**src/rtl/fx3_slavefifo_pkg.sv**
```systemverilog
// Constants shared by the FX3 slave-FIFO reader and its capture path.
package fx3_slavefifo_pkg;

  localparam int unsigned FX3_DATA_W          = 32;
  localparam int unsigned FX3_RD_LATENCY      = 2;
  localparam logic [1:0]  FX3_ADDR_STREAM_OUT = 2'b11;

endpackage

```
**src/rtl/slavefifo_rx_buf.sv**
```systemverilog
// Generic first-word-fall-through circular buffer with occupancy and overrun report.
module slavefifo_rx_buf #(
  parameter int unsigned Width = 32,
  parameter int unsigned Depth = 16
) (
  input  logic                     clk_i,
  input  logic                     rst_ni,
  input  logic                     wr_en_i,
  input  logic [Width-1:0]         wr_data_i,
  input  logic                     rd_en_i,
  output logic [Width-1:0]         rd_data_o,
  output logic                     rd_valid_o,
  output logic [$clog2(Depth):0]   level_o,
  output logic                     full_o,
  output logic                     drop_o
);

  localparam int unsigned AddrW = $clog2(Depth);
  localparam int unsigned PtrW  = AddrW + 1;

  logic [Width-1:0] mem_q [Depth];
  logic [PtrW-1:0]  wr_ptr_q, wr_ptr_d;
  logic [PtrW-1:0]  rd_ptr_q, rd_ptr_d;
  logic [PtrW-1:0]  level;
  logic             empty, full, push, pop;

  // Extra pointer bit distinguishes full from empty when the indices match.
  assign level = wr_ptr_q - rd_ptr_q;
  assign empty = (level == '0);
  assign full  = (level == PtrW'(Depth));

  assign pop  = rd_en_i & ~empty;
  assign push = wr_en_i & (~full | pop);

  always_comb begin
    wr_ptr_d = wr_ptr_q;
    rd_ptr_d = rd_ptr_q;
    if (push) wr_ptr_d = wr_ptr_q + 1'b1;
    if (pop)  rd_ptr_d = rd_ptr_q + 1'b1;
  end

  always_ff @(posedge clk_i or negedge rst_ni) begin
    if (!rst_ni) begin
      wr_ptr_q <= '0;
      rd_ptr_q <= '0;
    end else begin
      wr_ptr_q <= wr_ptr_d;
      rd_ptr_q <= rd_ptr_d;
    end
  end

  // Storage is intentionally not reset; pointers alone define validity.
  always_ff @(posedge clk_i) begin
    if (push) mem_q[wr_ptr_q[AddrW-1:0]] <= wr_data_i;
  end

  assign rd_data_o  = mem_q[rd_ptr_q[AddrW-1:0]];
  assign rd_valid_o = ~empty;
  assign level_o    = level;
  assign full_o     = full;
  assign drop_o     = wr_en_i & full & ~pop;

endmodule

```
**src/rtl/slavefifo_stream_out_capture.sv**
```systemverilog
// FX3 stream-OUT capture: delays SLRD# by the read latency, buffers words, drives hold/overflow.
module slavefifo_stream_out_capture
  import fx3_slavefifo_pkg::*;
#(
  parameter int unsigned DATA_W      = FX3_DATA_W,
  parameter int unsigned RD_LATENCY  = FX3_RD_LATENCY,
  parameter int unsigned DEPTH       = 16,
  parameter int unsigned HOLD_MARGIN = RD_LATENCY + 2
) (
  input  logic                      clk,
  input  logic                      reset_,
  input  logic                      slrd_,
  input  logic [DATA_W-1:0]         fdata,
  output logic                      hold,
  output logic [DATA_W-1:0]         m_data,
  output logic                      m_valid,
  input  logic                      m_ready,
  output logic [$clog2(DEPTH):0]    level,
  output logic                      overflow
);

  localparam int unsigned LvlW = $clog2(DEPTH) + 1;
  localparam int unsigned SumW = LvlW + 3;
  localparam logic [SumW-1:0] HoldThresh = SumW'(DEPTH - HOLD_MARGIN);

  logic [RD_LATENCY-1:0] rd_pipe_q, rd_pipe_d;
  logic                  cap_en;
  logic                  hold_q, hold_d;
  logic                  overflow_q, overflow_d;
  logic                  buf_full, buf_drop;
  logic [LvlW-1:0]       buf_level;
  logic [SumW-1:0]       occ_sum;

  always_comb begin
    rd_pipe_d    = rd_pipe_q << 1;
    rd_pipe_d[0] = ~slrd_;
  end

  assign cap_en = rd_pipe_q[RD_LATENCY-1];

  slavefifo_rx_buf #(
    .Width (DATA_W),
    .Depth (DEPTH)
  ) u_rx_buf (
    .clk_i      (clk),
    .rst_ni     (reset_),
    .wr_en_i    (cap_en),
    .wr_data_i  (fdata),
    .rd_en_i    (m_ready),
    .rd_data_o  (m_data),
    .rd_valid_o (m_valid),
    .level_o    (buf_level),
    .full_o     (buf_full),
    .drop_o     (buf_drop)
  );

  // Worst-case occupancy: stored words plus every read still in the latency pipe.
  always_comb begin
    occ_sum = SumW'(buf_level) + SumW'(cap_en);
    for (int unsigned i = 0; i < RD_LATENCY; i++) begin
      occ_sum = occ_sum + SumW'(rd_pipe_q[i]);
    end
    hold_d     = (occ_sum >= HoldThresh);
    overflow_d = overflow_q | buf_drop;
  end

  always_ff @(posedge clk or negedge reset_) begin
    if (!reset_) begin
      rd_pipe_q  <= '0;
      hold_q     <= 1'b0;
      overflow_q <= 1'b0;
    end else begin
      rd_pipe_q  <= rd_pipe_d;
      hold_q     <= hold_d;
      overflow_q <= overflow_d;
    end
  end

  assign hold     = hold_q;
  assign overflow = overflow_q;
  assign level    = buf_level;

endmodule

```
**config.mk**
```make
export PLATFORM = sky130hd
export DESIGN_NAME = slavefifo_stream_out_capture
export DESIGN_NICKNAME = d
export VERILOG_FILES = /design/src/rtl/fx3_slavefifo_pkg.sv /design/src/rtl/slavefifo_rx_buf.sv /design/src/rtl/slavefifo_stream_out_capture.sv
export SDC_FILE = /design/constraint.sdc
export NUM_CORES = 1
export LEC_CHECK = 0
export CORE_ASPECT_RATIO = 2
export CORE_MARGIN = 2
export CORE_UTILIZATION = 55
export DETAILED_ROUTE_END_ITERATION = 7
export PLACE_DENSITY = 0.73
export SYNTH_ARGS = -nofsm -noshare
export SYNTH_HDL_FRONTEND = slang
export SYNTH_SLANG_ARGS = --single-unit
export TNS_END_PERCENT = 10
```
**constraint.sdc**
```tcl
create_clock -name clk -period 10.05 [get_ports clk]
set_input_delay 1.005 -clock clk [delete_from_list [all_inputs] [get_ports clk]]
set_output_delay 1.005 -clock clk [all_outputs]
set_load 0.02 [all_outputs]
```
=== After elaboration in Yosys (flattened, before gate mapping) ===
Memories as Yosys holds them, arrays and structs flattened.
Index checks and enable logic that the tools add are counted.

* Bits in registers: 14
* Bits in writable memories: 512
* Bits of input ports: 36
* Output and inout port bits: 40
* Word-level logic and storage cells: 27
* Memories kept: 1

{| class="wikitable"
|+ Memory list
! memory !! depth !! width !! read ports !! clocked after memory_dff !! write ports !! line !! RTL
|-
| u_rx_buf.mem_q || 16 || 32 || 1 || 0 || 1 || slavefifo_rx_buf.sv:21 || <nowiki>logic [Width-1:0] mem_q [Depth];</nowiki>
|}

* Add/subtract/negate cells: 6
* Order comparisons: 1
* Eq/ne operators: 1
* Muxes and demuxes: 2
* Bitwise operators: 10
* Reduce and logical (&&, ||, !) cells: 1

{| class="wikitable"
|+ Operators with widths
! kind !! count
|-
| $add 5x1->5 const B || 2
|-
| $add 7x1->8 || 1
|-
| $ge 8x4->1 const B || 1
|-
| $add 6x1->7 || 1
|-
| $add 5x1->6 || 1
|-
| $eq 5x5->1 const B || 1
|-
| $logic_not 5->1 || 1
|-
| $sub 5x5->5 || 1
|-
| $and 1x1->1 || 4
|-
| $not 1->1 || 4
|-
| $mux 1 || 2
|-
| $or 1x1->1 || 2
|}

=== Longest topological paths before layout ===
Gate-level depths: netlist of run 1.

* Word-level depth: 8
* Mapped depth: 10
* Gate-level depth less buffers: 10

=== Hierarchy ===
From an unflattened synthesis of run 1, not the netlist that was laid out.

* Cell total of the unflattened synthesis: 996
* Area, all modules: 20,657.3 um2

{| class="wikitable"
|+ By module, submodules not included
! module !! instances !! cells each !! area an instance (um2)
|-
| slavefifo_rx_buf || 1 || 979 || 20,449.6
|-
| slavefifo_stream_out_capture || 1 || 17 || 207.7
|}

=== Worst setup path before layout of run 1 ===
No wires, ideal clock.

* Kind: reg-to-reg
* Start point: reg u_rx_buf.wr_ptr_q[0]
* End point: mem u_rx_buf.mem_q[10][0] (enable)
* Library setup time: 513 ps
* Data arrival time: 5,275 ps
* Data required time: 9,537 ps
* Path slack: 4,262 ps
* Cell stages (with the launch flop): 10
* Path buffers: 0
* Clock period less this slack: 5,788 ps
* Path through: dfrtp_1 inv_1 ha_1 inv_1 fa_1 a21o_1 a21oi_1 xnor2_2 nor3_2 nor4b_1

* Cells in the longest elaborated chain, start to end: 8
* Elaborated cells on any way between the ends: 10

{| class="wikitable"
|+ Ends and longest elaborated chain
! what !! line !! RTL
|-
| start, declared || slavefifo_rx_buf.sv:22 || <nowiki>logic [PtrW-1:0] wr_ptr_q, wr_ptr_d;</nowiki>
|-
| start signal, assigned || slavefifo_rx_buf.sv:47 || <nowiki>wr_ptr_q <= wr_ptr_d;</nowiki>
|-
| $sub 5x5->5 || slavefifo_rx_buf.sv:28 || <nowiki>assign level = wr_ptr_q - rd_ptr_q;</nowiki>
|-
| $logic_not 5->1 || slavefifo_rx_buf.sv:29 || <nowiki>assign empty = (level == '0);</nowiki>
|-
| $not 1->1 || slavefifo_rx_buf.sv:32 || <nowiki>assign pop = rd_en_i & ~empty;</nowiki>
|-
| $and 1x1->1 || slavefifo_rx_buf.sv:32 ||
|-
| $or 1x1->1 || slavefifo_rx_buf.sv:33 || <nowiki>assign push = wr_en_i & (~full | pop);</nowiki>
|-
| $and 1x1->1 || slavefifo_rx_buf.sv:33 ||
|-
| $mux 1 || slavefifo_rx_buf.sv:54 || <nowiki>if (push) mem_q[wr_ptr_q[AddrW-1:0]] <= wr_data_i;</nowiki>
|-
| $mux 1 (not written as such) || slavefifo_rx_buf.sv:54 ||
|-
| end, declared || slavefifo_rx_buf.sv:21 ||
|}

Parallel ways exist; a longest one is shown, timed or not.

=== Worst setup path after layout of run 1 ===
* Start point: reg u_rx_buf.rd_ptr_q[2]
* End point: out m_valid

* Cells in the longest elaborated chain, start to end: 3

{| class="wikitable"
|+ Ends and longest elaborated chain
! what !! line !! RTL
|-
| start, declared || slavefifo_rx_buf.sv:23 || <nowiki>logic [PtrW-1:0] rd_ptr_q, rd_ptr_d;</nowiki>
|-
| start signal, assigned || slavefifo_rx_buf.sv:48 || <nowiki>rd_ptr_q <= rd_ptr_d;</nowiki>
|-
| $sub 5x5->5 || slavefifo_rx_buf.sv:28 ||
|-
| $logic_not 5->1 || slavefifo_rx_buf.sv:29 ||
|-
| $not 1->1 || slavefifo_rx_buf.sv:58 || <nowiki>assign rd_valid_o = ~empty;</nowiki>
|-
| end, declared || slavefifo_stream_out_capture.sv:16 || <nowiki>output logic m_valid,</nowiki>
|}

No other way between the ends.

==> metrics, run 1 <==
cell leakage power 7.74 nW; startpoint of the lowest-slack register-to-register path u_rx_buf.rd_ptr_q[2]$_DFFE_PN0P_; Post-Syn Instances 1028; internal portion of total power 4.60 mW; Final Core Density 63.0%; leading area contributor after synthesis sky130_fd_sc_hd__edfxtp_1; detailed placer's ending HPWL 23300 um; GRT Overall Usage 22.8%; result of the run finished clean; crit path max fanout 35; worst flop-to-flop path endpoint u_rx_buf.mem_q[11][29]$_DFFE_PP_; CP required 9.05 ns; number of DRC violations after detailed routing 0; IO buf count 75; hold buffers post-CTS 0; final-stage net count 1172; Clk pwr share 23.5%; final cell area excluding filler cells 23300 um2; source-to-sink clock delay at the later pin of the worst-skew pair 0.56 ns; area of the die 38900 um2; clock edge transition at the registers on the reported setup and hold paths 0.07 ns; CTS tree yes; Final Max Slew Viols 0; number of vias after detailed routing 10333; Max Clk Rate 197 MHz; Seq pwr share 39.7%; IO Pins 76; fraction of power spent switching nets 34.1%; number of post-CTS setup repair buffers 0; Worst setup SP type flip-flop; Synth Area per Inst 19.9 um2; peak supply drop 0.000228 V; endpoint arrival time on the critical path 4.07 ns; net switching power 2.37 mW; Min-Delay Path Class reg2reg; maximum number of pins on one net before global-route repair 119; Min-Delay Startpoint rd_pipe_q[0]$_DFF_PN0_; die outline width 141 um; setup-violating endpoint count in the final report 0; initial antenna violation count 1; Netlist cell types 46; unrepaired setup endpoints after global routing no; placer's final routability congestion estimate 0.838; max-cap viol count 0; Post-Synthesis Cell Area 20500 um2; # resized after CTS 0; detailed-router iteration count before antenna repair 5; Fin Setup TNS 0 ns; vias in the first global route 10605; Crit. End Element output pin; Post-DRT Antenna Nets 0; CTS HTree Levels 2; R2R depth 9; final worst clock skew 0.0191 ns; total number of clock tree sinks 526; crit share post-route 50.5%; standard-cell rows 100; Critical Path, Cell by Cell buf_4, inv_1, ha_1, and3b_1, or3_4, a2111o_1, or2_2, clkdlybuf4s50_1; sink of the worst hold path rd_pipe_q[1]$_DFF_PN0_; Slowest cell on crit path sky130_fd_sc_hd__a2111o_1; slew at the pin closest to its max-slew limit 1.09 ns; final count of hold timing violations 0; Vias/cell 6.38; power density normalized to cell area 299 nW/um2; synthesized netlist net count 1077; highest cell delay on the worst timing path 0.62 ns; placeable core region 37000 um2; EDFF count, synth 512; proportion of power drawn by combinational gates 36.8%; portion of the post-synthesis area used by sequential elements 76.7%; starting utilization of the core area 55.4%; max_slew headroom 27.6%; post-synthesis async set-or-reset flop share 2.66%; layout cell share with drive strength beyond 1 15.5%; total detailed-routing wirelength 44300 um; area growth from synthesis to layout 13.7%; die extent in y 277 um; WL per Instance 27.3 um; most frequently used flop master after synthesis sky130_fd_sc_hd__edfxtp_1; type of the worst setup path reg2out; buffer levels on the longest clock path 3; setup slack on the worst flop-to-flop path 5.65 ns; cell area after placement 21900 um2; clock period minus final worst setup slack 5.07 ns; number of buffers added by the clock tree synthesis step 44; number of synthesized register bits 526; wire length of the first global-routing pass 65500 um; number of violations reported at the end of detailed-routing iteration 0 996; area share of the largest cell type after synthesis 75.0%; CTS root buf sky130_fd_sc_hd__clkbuf_16; Overflow after GRT 0; leading post-synthesis cells by cell area sky130_fd_sc_hd__edfxtp_1 (75%), sky130_fd_sc_hd__mux4_2 (7.0%), sky130_fd_sc_hd__mux2i_1 (6.2%), sky130_fd_sc_hd__a221oi_1 (2.7%), sky130_fd_sc_hd__dfrtp_1 (1.7%); number of warnings reported in the yosys synthesis log 0; Hold Crit Depth 0
## metal layers
layer,global-route usage [%],wire [um],up-vias
met4,8.51,1440,0
met2,42.0,24600,328
met3,2.92,2080,84
met5,0,0,-
met1,27.3,16200,5455
li1,-,-,4466
## cell usage after synthesis, types with 2 or more instances
library cell               count
sky130_fd_sc_hd__a21o_1        4
sky130_fd_sc_hd__a21oi_1       2
sky130_fd_sc_hd__edfxtp_1    512
sky130_fd_sc_hd__xnor2_1       9
sky130_fd_sc_hd__nand2_1      34
sky130_fd_sc_hd__a221oi_1     64
sky130_fd_sc_hd__o21ai_0      33
sky130_fd_sc_hd__fa_1          2
sky130_fd_sc_hd__inv_1        18
sky130_fd_sc_hd__o31ai_1       2
sky130_fd_sc_hd__dfrtp_1      14
sky130_fd_sc_hd__buf_1         7
sky130_fd_sc_hd__nor4_1        6
sky130_fd_sc_hd__buf_2        16
sky130_fd_sc_hd__nor2_1        3
sky130_fd_sc_hd__nor3b_1       2
sky130_fd_sc_hd__mux4_2       64
sky130_fd_sc_hd__a22oi_1      31
sky130_fd_sc_hd__ha_1         11
sky130_fd_sc_hd__mux2i_1     128
sky130_fd_sc_hd__clkbuf_1     33
sky130_fd_sc_hd__and2_1        2
sky130_fd_sc_hd__nor4b_1       3
sky130_fd_sc_hd__nor3_1        6
## metrics by stage
step / cells / worst slack [ns] / total power [mW] / hold slack (ns)
6_report: 1619 / 4.98 / 6.97 / 0.399
5_1_grt: 1619 / 4.83 / 7.26 / 0.403
2_1_floorplan: 1028 / 4.26 / 4.45 / 0.360
4_1_cts: 1618 / 4.96 / 7.02 / 0.398
3_3_place_gp: 1536 / 5.60 / 5.35 / 0.377
3_5_place_dp: 1536 / 5.55 / 5.40 / 0.383
## how the worst max path moves through the flow
stage / start / endpoint / slack (ns) / cells past startpoint
3_3_place_gp: u_rx_buf.rd_ptr_q[2]$_DFFE_PN0P_ / m_valid / 5.60 / 8
5_1_grt: u_rx_buf.rd_ptr_q[0]$_DFFE_PN0P_ / m_valid / 4.83 / 8
3_5_place_dp: u_rx_buf.rd_ptr_q[2]$_DFFE_PN0P_ / m_valid / 5.55 / 8
6_report: u_rx_buf.rd_ptr_q[2]$_DFFE_PN0P_ / m_valid / 4.98 / 8
2_1_floorplan: u_rx_buf.wr_ptr_q[0]$_DFFE_PN0P_ / u_rx_buf.mem_q[10][0]$_DFFE_PP_ / 4.26 / 9
4_1_cts: u_rx_buf.rd_ptr_q[2]$_DFFE_PN0P_ / m_valid / 4.96 / 8
## power by group through the flow
| stage | registers [mW] | logic [mW] | clock network (mW) |
|---|---|---|---|
| final | 2.77 | 2.57 | 1.64 |
| after global routing | 2.79 | 2.73 | 1.74 |
| after CTS | 2.77 | 2.59 | 1.66 |
| after detailed placement | 2.82 | 2.58 | 0 |
| after global placement | 2.80 | 2.55 | 0 |
| after floorplan | 2.76 | 1.69 | 0 |
## logic make-up after synthesis
| family | after synthesis | share of synthesized area (%) |
|---|---|---|
| DFF | 526 | 76.7 |
| xor gates and xnor gates | 11 | 0.506 |
| buffers and inverters | 75 | 1.51 |
| adders and majority gates | 13 | 0.866 |
| and+or+nand+nor | 63 | 1.55 |
| muxes | 194 | 13.4 |
| AOI/OAI and AO/OA | 146 | 5.48 |
## registers in the layout, summed over array words and instances (netlist names)
signal and cells:
overflow 1, u_rx_buf.wr_ptr_q 5, rd_pipe_q 2, hold 1, u_rx_buf.rd_ptr_q 5, u_rx_buf.mem_q 512
## placed cells by master, fill, tap and decap left out, drive strengths merged, types with 3 or more instances in the layout
cell,instances
o31ai,3
mux2i,128
nand2,34
inv,17
nor4b,3
nor3,7
nor2,3
mux4,64
nor4,6
xnor2,10
buf,31
a22oi,31
o21ai,34
a21o,4
edfxtp,512
clkinv,16
ha,11
clkbuf,64
clkdlybuf4s50,75
a221oi,64
dfrtp,14
## worst max-delay path, delay by kind of cell, from the launching register on
family | cells | cell delay [ns]
buffers and inverters | 3 | 1.25
AOI/OAI and AO/OA | 1 | 0.62
adders and majority gates | 1 | 0.41
DFF | 1 | 0.32
and+or+nand+nor | 3 | 0.91
## cell type report
class | instances | area, um2
multi-input cells | 427 | 4570
diodes | 1 | 2.50
repair buffers | 106 | 996
clock inverters | 18 | 133
inverters | 18 | 67.6
well taps | 459 | 574
fillers | 2499 | 13700
flip-flops and latches | 526 | 15700
clock buffers | 64 | 1240
Note: power is estimated with default switching activity, not from simulation.
==> run 2: changes to the inputs <==
--- a/config.mk
+++ b/config.mk
@@ -9,7 +9,7 @@
 export CORE_MARGIN = 2
 export CORE_UTILIZATION = 55
 export DETAILED_ROUTE_END_ITERATION = 7
-export PLACE_DENSITY = 0.73
+export PLACE_DENSITY = 0.76
 export SYNTH_ARGS = -nofsm -noshare
 export SYNTH_HDL_FRONTEND = slang
 export SYNTH_SLANG_ARGS = --single-unit
==> constraint.sdc (replaced) <==
create_clock -name clk -period 4.4 [get_ports clk]
set_input_delay 0.44 -clock clk [delete_from_list [all_inputs] [get_ports clk]]
set_output_delay 0.44 -clock clk [all_outputs]
set_load 0.02 [all_outputs]
==> run 2 against run 1 <==
Compared with the run above:
- combinational power is 140% higher
- hold slack lost 0.094 ns
- setup slack worse by 4.8 ns
- critical path type unchanged
==> metrics, run 2 (synthesis results as in run 1) <==
final cell area excluding filler cells 23300 um2 (+0.10%); crit path max fanout 46 (+31%); standard-cell rows 100 (unchanged); layout cell share with drive strength beyond 1 16.1% (+0.60 points); detailed placer's ending HPWL 22600 um (-3.2%); max_slew headroom 24.8% (-2.8 points); max-cap viol count 0 (unchanged); type of the worst setup path reg2out; hold buffers post-CTS 0 (unchanged); Critical Path, Cell by Cell buf_4, buf_6, mux2i_1, a221oi_1, o21a_1, a221o_1, clkdlybuf4s50_1; Final Non-Filler Cells 1612 (-0.43%); number of DRC violations after detailed routing 0 (unchanged); Pwr Total 15.8 mW (+130%); area growth from synthesis to layout 13.8%; maximum number of pins on one net before global-route repair 119 (unchanged); setup-violating endpoint count in the final report 0 (unchanged); most frequent cells in the layout sky130_fd_sc_hd__edfxtp_1 (512), sky130_fd_sc_hd__mux2i_1 (128), sky130_fd_sc_hd__clkdlybuf4s50_1 (75); Max Clk Rate 238 MHz; slew at the pin closest to its max-slew limit 1.13 ns (+0.0421 ns); clock period minus final worst setup slack 4.20 ns; cell leakage power 7.74 nW (about the same); total number of clock tree sinks 526 (unchanged); vias in the first global route 10656 (+0.48%); WL per Instance 27.2 um (-0.62%); final-stage net count 1172 (unchanged); total detailed-routing wirelength 43800 um (-1.0%); number of placed cells counting well taps 1537 (+0.065%); number of antenna cells inserted 0 (-1); Final Core Density 63.0% (+0.064 points); buffer levels on the longest clock path 3 (unchanged); final count of hold timing violations 0 (unchanged); result of the run finished clean; IO Pins 76 (unchanged); Vias/cell 6.35 (-0.49%); Min-Delay Path Class in2async; number of buffer and inverter stages on the critical path 3 (unchanged); Crit. End Element output pin; CTS HTree Levels 2 (unchanged); CTS root buf sky130_fd_sc_hd__clkbuf_16; placeable core region 37000 um2 (unchanged); endpoint arrival time on the critical path 3.76 ns (-0.31 ns); highest cell delay on the worst timing path 0.60 ns (-0.02 ns); Overflow after GRT 0 (unchanged); number of vias after detailed routing 10238 (-0.92%); placer's final routability congestion estimate 0.787 (-6.1%); power density normalized to cell area 679 nW/um2 (+130%); Fin Setup TNS 0 ns (unchanged); unrepaired setup endpoints after global routing no; CP required 3.96 ns (-5.09 ns); area of the die 38900 um2 (unchanged); starting utilization of the core area 55.4% (unchanged); initial antenna violation count 0 (-1); final worst clock skew 0.0214 ns (+0.00236 ns); crit share post-route 95.3%; most common library cell in the layout ignoring fill and taps sky130_fd_sc_hd__edfxtp_1; cell area after placement 22000 um2 (+0.32%); GRT Overall Usage 22.6% (-0.24 points); IO buf count 75 (unchanged); Slowest cell on crit path sky130_fd_sc_hd__clkdlybuf4s50_1; peak supply drop 0.000417 V (+83%); number of post-CTS setup repair buffers 0 (unchanged); die extent in y 277 um (unchanged); number of flip-flops in the largest register 512 (unchanged); Post-DRT Antenna Nets 0 (unchanged); number of buffers added by the clock tree synthesis step 42 (-4.5%); detailed-router iteration count before antenna repair 8 (+3); Final Max Slew Viols 0 (unchanged); die outline width 141 um (unchanged); Worst setup SP type flip-flop; number of violations reported at the end of detailed-routing iteration 0 829 (-17%); source-to-sink clock delay at the later pin of the worst-skew pair 0.56 ns (about the same); Largest delay share family, worst path buffers and inverters; clock edge transition at the registers on the reported setup and hold paths 0.07 ns (about the same); wire length of the first global-routing pass 65300 um (-0.44%); CTS tree yes
[run 2: path summary, 6_finish.rpt]
kind,startpoint,cells past startpoint,slack (ns),to
min,reset_,1,0.31,rd_pipe_q[1]$_DFF_PN0_
max in group asynchronous,reset_,1,3.60,u_rx_buf.rd_ptr_q[0]$_DFFE_PN0P_
max,u_rx_buf.rd_ptr_q[0]$_DFFE_PN0P_,7,0.20,m_data[30]
max reg2reg,u_rx_buf.wr_ptr_q[0]$_DFFE_PN0P_,10,0.53,u_rx_buf.mem_q[3][0]$_DFFE_PP_
min in group clk,slrd_,2,0.37,rd_pipe_q[0]$_DFF_PN0_
min reg2reg,rd_pipe_q[0]$_DFF_PN0_,0,0.38,rd_pipe_q[1]$_DFF_PN0_
[run 2: area by class of cell]
cell class                      instances  area [um2]
Sequential cell                       526       15700
Fill cell                            2513       13700
Multi-Input combinational cell        427        4570
Timing Repair Buffer                  108        1100
Clock buffer                           49        1100
Tap cell                              459         574
Clock inverter                         25         193
Inverter                               18        67.6
[run 2: what timing repair did]
action	CTS	global route
gates cloned	0	1
hold endpoints to repair	0	0
gates resized for setup	1	1
setup endpoints to repair	1	19
[run 2: metrics by stage]
stage / setup WS [ns] / hold WS (ns)
2_1_floorplan: -1.39 / 0.144
3_5_place_dp: 0.537 / 0.375
3_3_place_gp: 0.566 / 0.373
6_report: 0.205 / 0.305
4_1_cts: 0.00756 / 0.304
5_1_grt: 0.00153 / 0.356
[run 2: where the power goes]
part | internal [mW] | switching [mW] | leakage, nW | total [mW]
sequential | 6.05 | 0.137 | 4.79 | 6.19
clock | 1.92 | 1.68 | 0.628 | 3.60
combinational | 2.50 | 3.57 | 2.33 | 6.06
[run 2: layer usage]
metal  part of all wire (%)  wire, um  up-vias  GRT usage, %
met4                    3.3      1460        0          7.82
li1                       -         -     4453             -
met1                     36     15800     5326          27.7
met5                      0         0        -             0
met3                    5.7      2500       92          2.82
met2                     55     24000      367          41.2
